<file path="src/rtl/bp_fe_bp_pkg.sv">
// Shared types for the BHT index generator and its in-flight prediction FIFO.
// The macro BP_FE_IDX_GEN_GSHARE_EN selects gshare (GHR snapshot stored per
// entry) versus bimodal (no history) entry layout.
package bp_fe_bp_pkg;

   localparam int BP_BHT_IDX_W_DEF = 9;
   localparam int BP_GHIST_W_DEF   = 9;

`ifdef BP_FE_IDX_GEN_GSHARE_EN
   localparam bit BP_GSHARE_EN = 1'b1;

   // Canonical in-flight entry layout at the default widths.
   typedef struct packed {
      logic [BP_BHT_IDX_W_DEF-1:0] idx;
      logic                        pred;
      logic [BP_GHIST_W_DEF-1:0]   ghist;
   } bp_inflight_entry_s;
`else
   localparam bit BP_GSHARE_EN = 1'b0;

   typedef struct packed {
      logic [BP_BHT_IDX_W_DEF-1:0] idx;
      logic                        pred;
   } bp_inflight_entry_s;
`endif

   // Entry width for arbitrary index/history widths; the ghist field only
   // exists when gshare is built in.
   function automatic int bp_entry_width(input int idx_w, input int ghist_w);
      return BP_GSHARE_EN ? (idx_w + 1 + ghist_w) : (idx_w + 1);
   endfunction

endpackage

</file>
<file path="src/rtl/bp_fe_bp_inflight_fifo.sv">
// Flushable circular buffer holding in-flight predictions in fetch order.
// Pointers wrap modulo els_p (power of two); a count register separates
// full from empty. Flush beats any simultaneous push or pop.
module bp_fe_bp_inflight_fifo #(
   parameter int width_p = 10,
   parameter int els_p   = 8
) (
   input  logic                       clk_i,
   input  logic                       reset_i,
   input  logic                       push_i,
   input  logic [width_p-1:0]         data_i,
   input  logic                       pop_i,
   input  logic                       flush_i,
   output logic [width_p-1:0]         head_o,
   output logic [$clog2(els_p):0]     count_o,
   output logic                       empty_o
);

   localparam int PTR_W = $clog2(els_p);
   localparam int CNT_W = PTR_W + 1;

   logic [width_p-1:0] mem_q [els_p];
   logic [PTR_W-1:0]   wptr_q, wptr_d, rptr_q, rptr_d;
   logic [CNT_W-1:0]   count_q, count_d;
   logic               full, push_ok, pop_ok;

   assign empty_o = (count_q == '0);
   assign full    = (count_q == CNT_W'(els_p));
   assign pop_ok  = pop_i & ~empty_o & ~flush_i;
   assign push_ok = push_i & ~flush_i & (~full | pop_ok);
   assign head_o  = mem_q[rptr_q];
   assign count_o = count_q;

   // Pointer and occupancy next state; flush drops every entry.
   always_comb begin
      wptr_d  = wptr_q;
      rptr_d  = rptr_q;
      count_d = count_q;
      if (flush_i) begin
         wptr_d  = '0;
         rptr_d  = '0;
         count_d = '0;
      end else begin
         if (push_ok) wptr_d = wptr_q + 1'b1;
         if (pop_ok)  rptr_d = rptr_q + 1'b1;
         case ({push_ok, pop_ok})
            2'b10:   count_d = count_q + 1'b1;
            2'b01:   count_d = count_q - 1'b1;
            default: count_d = count_q;
         endcase
      end
   end

   // Pointer/count registers with synchronous reset.
   always_ff @(posedge clk_i) begin
      if (reset_i) begin
         wptr_q  <= '0;
         rptr_q  <= '0;
         count_q <= '0;
      end else begin
         wptr_q  <= wptr_d;
         rptr_q  <= rptr_d;
         count_q <= count_d;
      end
   end

   // Storage needs no reset: entries are only read while counted valid.
   always_ff @(posedge clk_i) begin
      if (push_ok) mem_q[wptr_q] <= data_i;
   end

endmodule

</file>
<file path="src/rtl/bp_fe_bht_idx_gen.sv">
// BHT index generator: hashes fetch PC (with speculative GHR under gshare)
// into the predictor read index, forwards the prediction to fetch, tracks
// in-flight predictions and drives predictor updates / GHR repair on
// resolution. Define BP_FE_IDX_GEN_GSHARE_EN for gshare; otherwise bimodal.
// ghist_width_p must be >= 2 and <= bht_idx_width_p.
module bp_fe_bht_idx_gen
   import bp_fe_bp_pkg::*;
#(
   parameter int vaddr_width_p   = 39,
   parameter int bht_idx_width_p = 9,
   parameter int ghist_width_p   = 9,
   parameter int pc_lsb_p        = 2,
   parameter int fifo_els_p      = 8
) (
   input  logic                       clk_i,
   input  logic                       reset_i,
   input  logic                       fetch_v_i,
   input  logic [vaddr_width_p-1:0]   fetch_pc_i,
   output logic                       fetch_ready_o,
   output logic                       pred_v_o,
   output logic                       pred_taken_o,
   output logic                       r_v_o,
   output logic [bht_idx_width_p-1:0] idx_r_o,
   input  logic                       predict_i,
   input  logic                       res_v_i,
   input  logic                       res_taken_i,
   output logic                       w_v_o,
   output logic [bht_idx_width_p-1:0] idx_w_o,
   output logic                       correct_o,
   output logic                       mispredict_o
);

   localparam int CNT_W   = $clog2(fifo_els_p) + 1;
   localparam int ENTRY_W = bp_entry_width(bht_idx_width_p, ghist_width_p);

`ifdef BP_FE_IDX_GEN_GSHARE_EN
   typedef struct packed {
      logic [bht_idx_width_p-1:0] idx;
      logic                       pred;
      logic [ghist_width_p-1:0]   ghist;
   } entry_s;
`else
   typedef struct packed {
      logic [bht_idx_width_p-1:0] idx;
      logic                       pred;
   } entry_s;
`endif

   logic                       s1_v_q, s1_v_d;
   logic [bht_idx_width_p-1:0] s1_idx_q, s1_idx_d;
   logic                       w_v_q, w_v_d, correct_q, correct_d;
   logic                       mispredict_q, mispredict_d;
   logic [bht_idx_width_p-1:0] idx_w_q, idx_w_d;
   logic [bht_idx_width_p-1:0] hash_idx;
   logic [CNT_W-1:0]           count, occupancy;
   logic                       empty, accept, pop, push, wrong, flush;
   entry_s                     head, push_entry;
   logic [ENTRY_W-1:0]         head_raw;
   logic                       unused_pc_bits;

   // Only the index window of the PC feeds the hash.
   assign unused_pc_bits = ^fetch_pc_i;

   // Resolution always targets the oldest entry; a wrong head flushes.
   assign pop   = res_v_i & ~empty;
   assign head  = entry_s'(head_raw);
   assign wrong = head.pred ^ res_taken_i;
   assign flush = pop & wrong;

   // Reserve a slot for the stage-1 entry so its push can never overflow.
   assign occupancy     = count + CNT_W'(s1_v_q);
   assign fetch_ready_o = ~reset_i & ~flush & (occupancy < CNT_W'(fifo_els_p));
   assign accept        = fetch_v_i & fetch_ready_o;
   assign r_v_o         = accept;
   assign idx_r_o       = hash_idx;

   // A stage-1 entry caught by a flush is squashed: no prediction, no push.
   assign push         = s1_v_q & ~flush;
   assign pred_v_o     = push;
   assign pred_taken_o = predict_i;

   assign w_v_o        = w_v_q;
   assign idx_w_o      = idx_w_q;
   assign correct_o    = correct_q;
   assign mispredict_o = mispredict_q;

`ifdef BP_FE_IDX_GEN_GSHARE_EN
   logic [ghist_width_p-1:0] ghr_q, ghr_d, ghe;
   logic [ghist_width_p-1:0] s1_ghe_q, s1_ghe_d;

   // Bypass the pending stage-1 history shift so back-to-back fetches hash
   // against the newest speculative history.
   assign ghe      = s1_v_q ? {ghr_q[ghist_width_p-2:0], predict_i} : ghr_q;
   assign hash_idx = fetch_pc_i[pc_lsb_p +: bht_idx_width_p] ^ bht_idx_width_p'(ghe);

   assign push_entry.idx   = s1_idx_q;
   assign push_entry.pred  = predict_i;
   assign push_entry.ghist = s1_ghe_q;

   // GHR next state: repair from the head snapshot beats speculative shift.
   always_comb begin
      ghr_d    = ghr_q;
      s1_ghe_d = accept ? ghe : s1_ghe_q;
      if (flush)
         ghr_d = {head.ghist[ghist_width_p-2:0], res_taken_i};
      else if (s1_v_q)
         ghr_d = {s1_ghe_q[ghist_width_p-2:0], predict_i};
   end

   // History registers.
   always_ff @(posedge clk_i) begin
      if (reset_i) begin
         ghr_q    <= '0;
         s1_ghe_q <= '0;
      end else begin
         ghr_q    <= ghr_d;
         s1_ghe_q <= s1_ghe_d;
      end
   end
`else
   assign hash_idx = fetch_pc_i[pc_lsb_p +: bht_idx_width_p];

   assign push_entry.idx  = s1_idx_q;
   assign push_entry.pred = predict_i;
`endif

   // Stage-1 capture and registered predictor update / mispredict pulse.
   always_comb begin
      s1_v_d       = accept;
      s1_idx_d     = accept ? hash_idx : s1_idx_q;
      w_v_d        = pop;
      idx_w_d      = pop ? head.idx : idx_w_q;
      correct_d    = pop & ~wrong;
      mispredict_d = flush;
   end

   // Pipeline registers; reset drops everything in flight.
   always_ff @(posedge clk_i) begin
      if (reset_i) begin
         s1_v_q       <= 1'b0;
         s1_idx_q     <= '0;
         w_v_q        <= 1'b0;
         idx_w_q      <= '0;
         correct_q    <= 1'b0;
         mispredict_q <= 1'b0;
      end else begin
         s1_v_q       <= s1_v_d;
         s1_idx_q     <= s1_idx_d;
         w_v_q        <= w_v_d;
         idx_w_q      <= idx_w_d;
         correct_q    <= correct_d;
         mispredict_q <= mispredict_d;
      end
   end

   bp_fe_bp_inflight_fifo #(
      .width_p (ENTRY_W),
      .els_p   (fifo_els_p)
   ) u_fifo (
      .clk_i   (clk_i),
      .reset_i (reset_i),
      .push_i  (push),
      .data_i  (push_entry),
      .pop_i   (pop),
      .flush_i (flush),
      .head_o  (head_raw),
      .count_o (count),
      .empty_o (empty)
   );

`ifndef SYNTHESIS
   // Resolving with nothing in flight is a backend protocol error; ignored here.
   always_ff @(posedge clk_i) begin
      if (!reset_i)
         assert (!(res_v_i && empty))
         else $warning("res_v_i asserted with no prediction in flight; ignored");
   end
`endif

endmodule

</file>
<file path="config.mk">
export PLATFORM = sky130hd
export DESIGN_NAME = bp_fe_bht_idx_gen
export DESIGN_NICKNAME = d
export VERILOG_FILES = /design/src/rtl/bp_fe_bp_pkg.sv /design/src/rtl/bp_fe_bp_inflight_fifo.sv /design/src/rtl/bp_fe_bht_idx_gen.sv
export SDC_FILE = /design/constraint.sdc
export NUM_CORES = 1
export LEC_CHECK = 0
export CELL_PAD_IN_SITES_DETAIL_PLACEMENT = 0
export CELL_PAD_IN_SITES_GLOBAL_PLACEMENT = 1
export CORE_ASPECT_RATIO = 0.7
export CORE_MARGIN = 2
export CORE_UTILIZATION = 41
export DETAILED_ROUTE_END_ITERATION = 7
export GPL_TIMING_DRIVEN = 0
export HOLD_SLACK_MARGIN = 0.03
export PLACE_DENSITY = 0.72
export SYNTH_ARGS = -nofsm -noshare
export SYNTH_HDL_FRONTEND = slang
export SYNTH_SLANG_ARGS = --single-unit
</file>
<file path="constraint.sdc">
create_clock -name clk_i -period 2.8 [get_ports clk_i]
set_input_delay 0.7 -clock clk_i [delete_from_list [all_inputs] [get_ports clk_i]]
set_output_delay 0.7 -clock clk_i [all_outputs]
set_load 0.05 [all_outputs]
</file>
==> results of run 1 <==
==> logic make-up (layout without fill, tap and decap cells) <==
kind of cell,after synthesis,after routing,synth area share (%)
flops,115,115,62.91
compound gates,44,44,8.448
fa+ha+maj,5,5,1.268
buf+inv,33,119,4.718
simple gates,60,60,7.484
xor+xnor,9,9,1.598
mux,42,42,13.57
==> through the flow <==
stage	utilization [%]	std cells	instance area [um2]	setup TNS (ps)	setup slack, ps
6_report	55.42	551	6499	-11.80	-11.80
5_1_grt	55.42	551	6499	-332.3	-93.35
4_1_cts	54.56	544	6397	-28.84	-14.59
3_5_place_dp	48.06	509	5635	-15190	-805.3
3_3_place_gp	47.07	504	5519	-63820	-1158
2_1_floorplan	-	308	4932	-1125	-398.5
==> tightest hold or removal path, cell delays in order, from the launching register on <==
cell     delay (ps)
dfxtp_1         310
nand2_1          60
a21oi_1          70
==> per-layer routing <==
| layer | vias up | routed length, um | share of wire, % | GRT usage (%) |
|---|---|---|---|---|
| li1 | 1340 | - | - | - |
| met1 | 1461 | 5114 | 48 | 23.95 |
| met2 | 64 | 5046 | 47 | 27.12 |
| met3 | 14 | 432 | 4.0 | 5.055 |
| met4 | 0 | 127 | 1.2 | 7.378 |
| met5 | - | 0 | 0 | 0 |
==> area by class of cell <==
cell class	count	area share, %
flip-flops and latches	115	47.82
plain buffers	28	3.466
repair buffers	55	8.702
well taps	157	3.023
clock inverters	11	3.196
multi-input cells	160	26.78
inverters	4	0.2310
clock buffers	21	6.777
==> path summary, 6_finish.rpt <==
path / startpoint / endpoint / slack (ps) / depth (start not counted)
hold reg to reg: u_fifo.rptr_q[1] / u_fifo.rptr_q[1] / 490 / 2
setup / recovery: flop / r_v_o / -10 / 7
hold / removal: u_fifo.rptr_q[1] / u_fifo.rptr_q[1] / 490 / 2
setup reg to reg: flop / u_fifo.count_o[2] / 50 / 15
==> power by group through the flow <==
stage                     clock (mW)  combinational (mW)  sequential, mW
final                           2.38                1.47            2.14
after global routing            2.49                1.57            2.16
after CTS                       2.40                1.43            2.14
after detailed placement           0                1.38            2.16
after global placement             0                1.32            2.15
after floorplan                    0               0.782            2.32
==> registers in the layout (all words and copies together), names as in the netlist, named ones only <==
name	cells
w_v_o	1
s1_v_q	1
u_fifo.rptr_q	3
correct_o	1
mispredict_o	1
u_fifo.count_o	4
idx_w_o	9
u_fifo.mem_q	80
s1_idx_q	9
u_fifo.wptr_q	3
==> Yosys cell counts (2+ instances only) <==
| master | n |
|---|---|
| edfxtp_1 | 80 |
| dfxtp_1 | 35 |
| a211oi_1 | 23 |
| mux2i_1 | 23 |
| nand2b_1 | 23 |
| nor2_1 | 16 |
| mux4_2 | 15 |
| buf_4 | 12 |
| clkbuf_1 | 7 |
| nand2_1 | 6 |
| a21oi_1 | 5 |
| buf_6 | 5 |
| ha_1 | 5 |
| xor2_1 | 5 |
| a2111oi_2 | 4 |
| inv_1 | 4 |
| xnor2_1 | 4 |
| mux4_1 | 3 |
| a2111oi_4 | 2 |
| buf_2 | 2 |
| clkbuf_4 | 2 |
| nand3b_1 | 2 |
| nand4b_1 | 2 |
==> repair_timing <==
item / CTS / global route
pin swaps: 6 / 12
setup buffers: 4 / 7
hold endpoints to repair: 0 / 0
gates cloned: 0 / 0
endpoints found under the setup margin: 17 / 20
gates resized for setup: 42 / 12
==> qor.yml, run 1 <==
ys.flop_type: "edfxtp_1"
wl_um: 10720
first_pass_iters: 4
nets: 431
path_class: "reg -> out"
crit_required_ps: 2100
power.total_mw: 5.989
die_h_um: 95.77
cts.htree.levels: 4
dr_total_vias: 2879
tightest_slew_ps: 978.6
synth_edf_count: 80
layout_commonest_cell: "edfxtp_1"
hold_viol: 0
io_buffers: 39
initial_utilization_pct: 42.06
clk_path_buf_depth: 2
final_cell_mix: "80 x edfxtp_1, 33 x dfxtp_1, 30 x clkdlybuf4s50_1"
grt_pass1_vias: 2816
vias_per_cell: 5.225
fmax_mhz: 355.6
initialDrtViolationCount: 224
pwr-share-comb_pct: 24.6
antenna_found_initial: 0
period_needed_ps: 2812
synth_top_area_cell: "edfxtp_1"
n_antenna_cell: 0
drive_above_1_share_pct: 29.70
grt_overflow: 0
clk_pin_slew_worst_paths_ps: 50
synth_cell_types: 46
insertion_delay_ps: 410
regArea_um2: 3108
p_int_mw: 4.277
clock_skew_ps: 11.24
grt_usage_pct: 17.70
crit_family: "compound AO/OA/AOI/OAI gates"
drv_cap: 0
drtAntennaViolNets: 0
dp_hpwl_um: 6759
cts_buffers: 17
hold_path.class: "reg -> reg"
syn_area_um2: 4932
switchingPower_mw: 1.712
ys_seq_area_share_pct: 62.91
syn_nets: 358
wire_per_inst_um: 19.46
status: "finished with violations"
power_frac_clock_pct: 39.7
crit_fanout: 8
ir_drop_v: 0.0005332
relSlewSlack_pct: 34.76
switching_share_pct: 28.59
synth_top_area_share_pct: 48.71
core_um2: 11730
area_growth_pct: 31.76
n_fill_cell: 926
seqPwrFrac_pct: 35.7
rsz0062_at_grt: "true"
die_width_um: 135.1
grt_pass1_wl_um: 16060
multi_input_area_um2: 1740
syn_inst: 308
die-area_um2: 12940
cts.sinks: 115
path_buf_inv: 2
finalCritPeriodShare_pct: 100.4
ys_async_sr_fraction_pct: 0
remaining_drc_errors: 0
rows: 33
p_per_area_nw_per_um2: 921.6
p_leak_nw: 2.208
crit_chain: "mux2i_4, a22oi_4, a31oi_4, nand2b_4, buf_8, a211oi_2, buf_6"
cts_tree: "yes"
synth_seq_cells: 115
ys.warnings.count: 0
cp-end-kind: "output pin"
drv_slew: 0
critical_path_arrival_ps: 2110
synthTopCellsByArea: "edfxtp_1 49%, dfxtp_1 14%, mux4_2 6.8%"
ioPinCount: 70
avgSynthCellArea_um2: 16.01
failed_checks: "negative setup slack"
root_buffer: "clkbuf_16"
grt_max_degree: 17
setup_ws_ps: -11.80
setup_viol: 1
critical_path.slowest_cell: "dfxtp_4"
worst_path_largest_cell_delay_ps: 380
hold_buffers: 0
gp_congestion: 0.7201
worst_setup_path_start_kind: "flop"
holdWs_ps: 491.5
No activity file was read; power rests on OpenSTA's default activity.
==> inputs of run 2 (changes only) <==
--- a/config.mk
+++ b/config.mk
@@ -14,6 +14,7 @@
 export GPL_TIMING_DRIVEN = 0
 export HOLD_SLACK_MARGIN = 0.03
 export PLACE_DENSITY = 0.72
+export SLEW_MARGIN = 20
 export SYNTH_ARGS = -nofsm -noshare
 export SYNTH_HDL_FRONTEND = slang
 export SYNTH_SLANG_ARGS = --single-unit
==> run 2 against run 1 <==
- the flow now finishes without violations
- setup slack gained 39 ps
- highest routed layer unchanged
- flip-flop and latch count is the same
- non-clock buffer count shrank 2
==> qor.yml, run 2 (synthesized netlist as in run 1, its figures left out) <==
status: "completed"
cp-end-kind: "output pin"
clock_skew_ps: 9.680  # -1.556 ps
dpl-instance-area_um2: 5643  # +0.13%
grt_max_degree: 17  # unchanged
relSlewSlack_pct: 34.73  # about the same
critical_path.slowest_cell: "clkdlybuf4s50_1"
rows: 33  # unchanged
setup_viol: 0  # -1
crit_top_cell: "clkdlybuf4s50_1"
cts.sinks: 115  # unchanged
wire_per_inst_um: 18.94  # -2.6%
hold_buffers: 0  # unchanged
die_h_um: 95.77  # unchanged
power.total_mw: 5.584  # -6.8%
wl_um: 10400  # -3.0%
rsz0062_at_grt: "true"
setup_ws_ps: 26.76  # +38.56 ps
clk_pin_slew_worst_paths_ps: 50  # about the same
area_growth_pct: 30.11
io_buffers: 39  # unchanged
final_cell_mix: "80 x edfxtp_1, 33 x dfxtp_1, 30 x clkdlybuf4s50_1"
initial_utilization_pct: 42.06  # unchanged
cts_tree: "yes"
fmax_mhz: 360.6  # +1.4%
gp_congestion: 0.7201  # unchanged
p_per_area_nw_per_um2: 870.2  # -5.6%
hold_path.class: "reg -> reg"
initialDrtViolationCount: 205  # -8.5%
core_um2: 11730  # unchanged
critical_path_arrival_ps: 2070  # -40 ps
regArea_um2: 3108  # unchanged
drv_cap: 0  # unchanged
pre_cts_slack_ps: -896.4  # -91.07 ps
grt_pass1_vias: 2826  # +0.36%
grt_pass1_wl_um: 16010  # -0.26%
fin_area_um2: 6417  # -1.3%
crit_chain: "clkdlybuf4s50_1, buf_4, clkdlybuf4s50_1"
crit_required_ps: 2100  # about the same
drtAntennaViolNets: 0  # unchanged
drive_above_1_share_pct: 28.83  # -0.87 points
holdWs_ps: 494.1  # +2.554 ps
grt_usage_pct: 17.63  # -0.074 points
dp_hpwl_um: 6722  # -0.55%
remaining_drc_errors: 0  # unchanged
tightest_slew_ps: 979.1  # +0.5127 ps
dr_total_vias: 2796  # -2.9%
hold_viol: 0  # unchanged
insertion_delay_ps: 410  # about the same
path_class: "in -> out"
place_inst: 509  # unchanged
die_width_um: 135.1  # unchanged
ioPinCount: 70  # unchanged
p_leak_nw: 2.175  # -1.5%
grt_overflow: 0  # unchanged
die-area_um2: 12940  # unchanged
antenna_found_initial: 0  # unchanged
finalCritPeriodShare_pct: 99.04  # -1.4 points
root_buffer: "clkbuf_16"
worst_setup_path_start_kind: "input pin"
largest_register_ffs: 80  # unchanged
vias_per_cell: 5.093  # -2.5%
multi_input_area_um2: 1753  # +0.72%
n_fill_cell: 947  # +2.3%
drv_slew: 0  # unchanged
nets: 429  # -0.46%
layoutNonFillerInstCount: 549  # -0.36%
layout_commonest_cell: "edfxtp_1"
n_antenna_cell: 0  # unchanged
ir_drop_v: 0.0005012  # -6.0%
regMostFlops: "u_fifo.mem_q"
clk_path_buf_depth: 2  # unchanged
first_pass_iters: 5  # +1
crit_fanout: 2  # -6
period_needed_ps: 2773  # -38.56 ps
cts.htree.levels: 4  # unchanged
worst_path_largest_cell_delay_ps: 790  # +410 ps
cts_buffers: 17  # unchanged
## run 2: path summary, 6_finish.rpt
| check | end | depth (start not counted) | start | slack, ps |
|---|---|---|---|---|
| setup / recovery | idx_r_o[0] | 3 | fetch_pc_i[2] | 30 |
| hold / removal | u_fifo.rptr_q[1] | 2 | u_fifo.rptr_q[1] | 490 |
| setup reg to reg | u_fifo.count_o[2] | 14 | flop | 100 |
| hold reg to reg | u_fifo.rptr_q[1] | 2 | u_fifo.rptr_q[1] | 490 |
## run 2: critical path: cells and delay by family
kind / cells / cell delay (ps)
buffers and inverters: 3 / 1370
## run 2: layout make-up
cell class / count / share of cell area [%]
sequential: 115 / 48.43
inverter: 4 / 0.2340
clock buffer: 27 / 8.169
timing repair buffer: 53 / 8.657
buffer: 28 / 3.743
clock inverter: 5 / 0.3899
tap: 157 / 3.061
multi-input combinational: 160 / 27.32
## run 2: repair_timing
| item | CTS | global route |
|---|---|---|
| resized for setup | 46 | 10 |
| setup endpoints to repair | 17 | 20 |
| pin swaps | 6 | 5 |
| setup buffers | 7 | 2 |
## run 2: report_power, final
| group | total, mW | switching, mW | leakage, nW | internal, mW |
|---|---|---|---|---|
| clock network | 1.95 | 0.680 | 0.276 | 1.27 |
| registers | 2.14 | 0.139 | 1.02 | 2.00 |
| logic | 1.50 | 0.862 | 0.876 | 0.633 |
| total | 5.58 | 1.68 | 2.18 | 3.90 |
## run 2: layer usage
| metal | vias to the layer above | routed length, um | GRT usage [%] |
|---|---|---|---|
| li1 | 1321 | - | - |
| met1 | 1400 | 4801 | 23.05 |
| met2 | 65 | 4958 | 28.21 |
| met3 | 10 | 531 | 5.108 |
| met4 | 0 | 107 | 6.771 |
| met5 | - | 0 | 0 |
## run 2: stage by stage
stage	TNS, ps	utilization [%]
3_5_place_dp	-15290	48.12
6_report	0	54.73
4_1_cts	0	54.32
2_1_floorplan	-1125	-
3_3_place_gp	-63820	47.07
5_1_grt	-145.5	54.73
==> inputs of run 3 (changes only) <==
--- a/config.mk
+++ b/config.mk
@@ -8,11 +8,12 @@
 export CELL_PAD_IN_SITES_DETAIL_PLACEMENT = 0
 export CELL_PAD_IN_SITES_GLOBAL_PLACEMENT = 1
 export CORE_ASPECT_RATIO = 0.7
-export CORE_MARGIN = 2
+export CORE_MARGIN = 3
 export CORE_UTILIZATION = 41
 export DETAILED_ROUTE_END_ITERATION = 7
 export GPL_TIMING_DRIVEN = 0
 export HOLD_SLACK_MARGIN = 0.03
+export MAX_ROUTING_LAYER = met4
 export PLACE_DENSITY = 0.72
 export SLEW_MARGIN = 20
 export SYNTH_ARGS = -nofsm -noshare
==> run 3 against run 2 <==
- flip-flop and latch count stayed put
- non-clock buffer count up 8
- setup slack improved by 5.3 ps
- die area rose by 3.6%
==> qor.yml, run 3 (synthesized netlist as in run 1, its figures left out) <==
pre_cts_slack_ps: -805.8  # +90.57 ps
worst_setup_path_start_kind: "input pin"
dr_total_vias: 2838  # +1.5%
holdPathEnd: "u_fifo.rptr_q[1]"
dp_hpwl_um: 6883  # +2.4%
crit_family: "buffers and inverters"
drive_above_1_share_pct: 30.17  # +1.3 points
largest_register_ffs: 80  # unchanged
status: "completed"
regArea_um2: 3108  # unchanged
die_width_um: 137.1  # +1.5%
hold_path.class: "reg -> reg"
root_buffer: "clkbuf_16"
die_h_um: 97.77  # +2.1%
die-area_um2: 13400  # +3.6%
grt_max_degree: 17  # unchanged
remaining_drc_errors: 0  # unchanged
cts_buffers: 17  # unchanged
worstHoldStart: "u_fifo.rptr_q[1]"
clk_pin_slew_worst_paths_ps: 50  # about the same
grt_pass1_wl_um: 16910  # +5.6%
fmax_mhz: 361.3  # +0.19%
multi_input_area_um2: 1744  # -0.50%
clock_skew_ps: 11.20  # +1.523 ps
p_per_area_nw_per_um2: 903.7  # +3.9%
ir_drop_v: 0.0004677  # -6.7%
drv_slew: 0  # unchanged
grt_pass1_vias: 2868  # +1.5%
period_needed_ps: 2768  # -5.317 ps
io_buffers: 39  # unchanged
setup_ws_ps: 32.08  # +5.317 ps
crit_chain: "clkdlybuf4s50_1, buf_4, clkdlybuf4s50_1"
setup_viol: 0  # unchanged
grt_usage_pct: 17.77  # +0.15 points
hold_buffers: 0  # unchanged
critical_path.slowest_cell: "clkdlybuf4s50_1"
layout_commonest_cell: "edfxtp_1"
rsz0062_at_grt: "true"
crit_required_ps: 2100  # about the same
path_buf_inv: 3  # unchanged
tightest_slew_ps: 689.7  # -289.4 ps
clk_path_buf_depth: 2  # unchanged
gp_congestion: 0.7371  # +2.4%
worst_path_largest_cell_delay_ps: 790  # about the same
cts_tree: "yes"
finalCritPeriodShare_pct: 98.85  # -0.19 points
crit_top_cell: "clkdlybuf4s50_1"
drv_cap: 0  # unchanged
first_pass_iters: 4  # -1
cp-end-kind: "output pin"
antenna_found_initial: 0  # unchanged
path_class: "in -> out"
r2r_slack_ps: 80  # -20 ps
vias_per_cell: 5.123  # +0.59%
n_antenna_cell: 0  # unchanged
r2r-end: "u_fifo.mem_q[5][2]"
hold_viol: 0  # unchanged
relSlewSlack_pct: 53.94  # +19 points
worstRegToRegCells: 8  # -6
initialDrtViolationCount: 186  # -9.3%
ioPinCount: 70  # unchanged
regMostFlops: "u_fifo.mem_q"
drtAntennaViolNets: 0  # unchanged
rows: 32  # -3.0%
final_cell_mix: "80 x edfxtp_1, 33 x dfxtp_1, 30 x buf_4"
nets: 438  # +2.1%
p_leak_nw: 2.238  # +2.9%
min_path_cells: 2  # unchanged
cts.sinks: 115  # unchanged
wl_um: 10530  # +1.3%
crit_fanout: 2  # unchanged
area_growth_pct: 31.61
critical_path_arrival_ps: 2070  # about the same
cts.htree.levels: 4  # unchanged
insertion_delay_ps: 410  # about the same
grt_overflow: 0  # unchanged
wire_per_inst_um: 19.01  # +0.34%
core_um2: 11370  # -3.0%
initial_utilization_pct: 43.38  # +1.3 points
utilization_pct: 57.09  # +2.4 points
n_fill_cell: 895  # -5.5%
==> run 3: cell types whose count changed in the layout (fill, tap and decap cells not counted), sizes merged <==
cell / previous run / this run
dlymetal6s2s: 5 / 6
clkinv: 5 / 9
nand2b: 24 / 25
bufinv: 0 / 5
clkdlybuf4s50: 30 / 29
buf: 36 / 45
clkbuf: 36 / 26
==> run 3: stage by stage <==
step | power, mW | instance area [um2] | TNS, ps | instances | hold WS [ps]
after floorplan | 3.102 | 4932 | -1125 | 308 | 449.6
after global placement | 3.476 | 5514 | -58830 | 500 | 468.0
after detailed placement | 3.543 | 5634 | -12490 | 506 | 476.1
after CTS | 5.893 | 6391 | -44.03 | 546 | 484.1
after global routing | 6.127 | 6491 | -259.0 | 554 | 523.9
final | 5.866 | 6491 | 0 | 554 | 482.8
==> run 3: worst max path at each step <==
stage	start	cells after the start	end
floorplan	flop	8	fetch_ready_o
global placement	res_taken_i	6	u_fifo.mem_q[1][5]
detailed placement	res_v_i	5	pred_v_o
CTS	flop	7	r_v_o
global route	flop	7	r_v_o
finish	fetch_pc_i[3]	3	idx_r_o[1]
==> run 3: metal layers <==
metal	GRT usage (%)	routed length, um
met5	-	0
met4	4.371	118
met3	5.973	550
met2	24.67	4686
met1	25.26	5175
==> run 3: power breakdown <==
part	internal, mW	switching [mW]
Sequential	2.00	0.140
Clock	1.55	0.710
Combinational	0.602	0.859
Total	4.16	1.71
==> run 3: cell type report <==
type / count / share of cell area (%)
sequential: 115 / 47.88
multi-input combinational: 161 / 26.87
timing repair buffer: 63 / 9.483
clock buffer: 18 / 6.611
buffer: 26 / 3.026
clock inverter: 14 / 2.949
tap: 153 / 2.949
inverter: 4 / 0.2313
==> run 3: worst register-to-register path: cells and delay by family, from the launching register on <==
kind / cells / cell delay (ps)
AND/OR/NAND/NOR: 1 / 250
buffers and inverters: 3 / 570
flip-flops: 1 / 380
AO/OA/AOI/OAI: 3 / 1040
multiplexers: 1 / 200
==> run 3: what timing repair did <==
action                                  CTS  global route
gates resized for setup                  42            11
gates cloned                              0             1
endpoints found under the setup margin   17            21
pin swaps                                 7            11
buffers inserted                          9             9
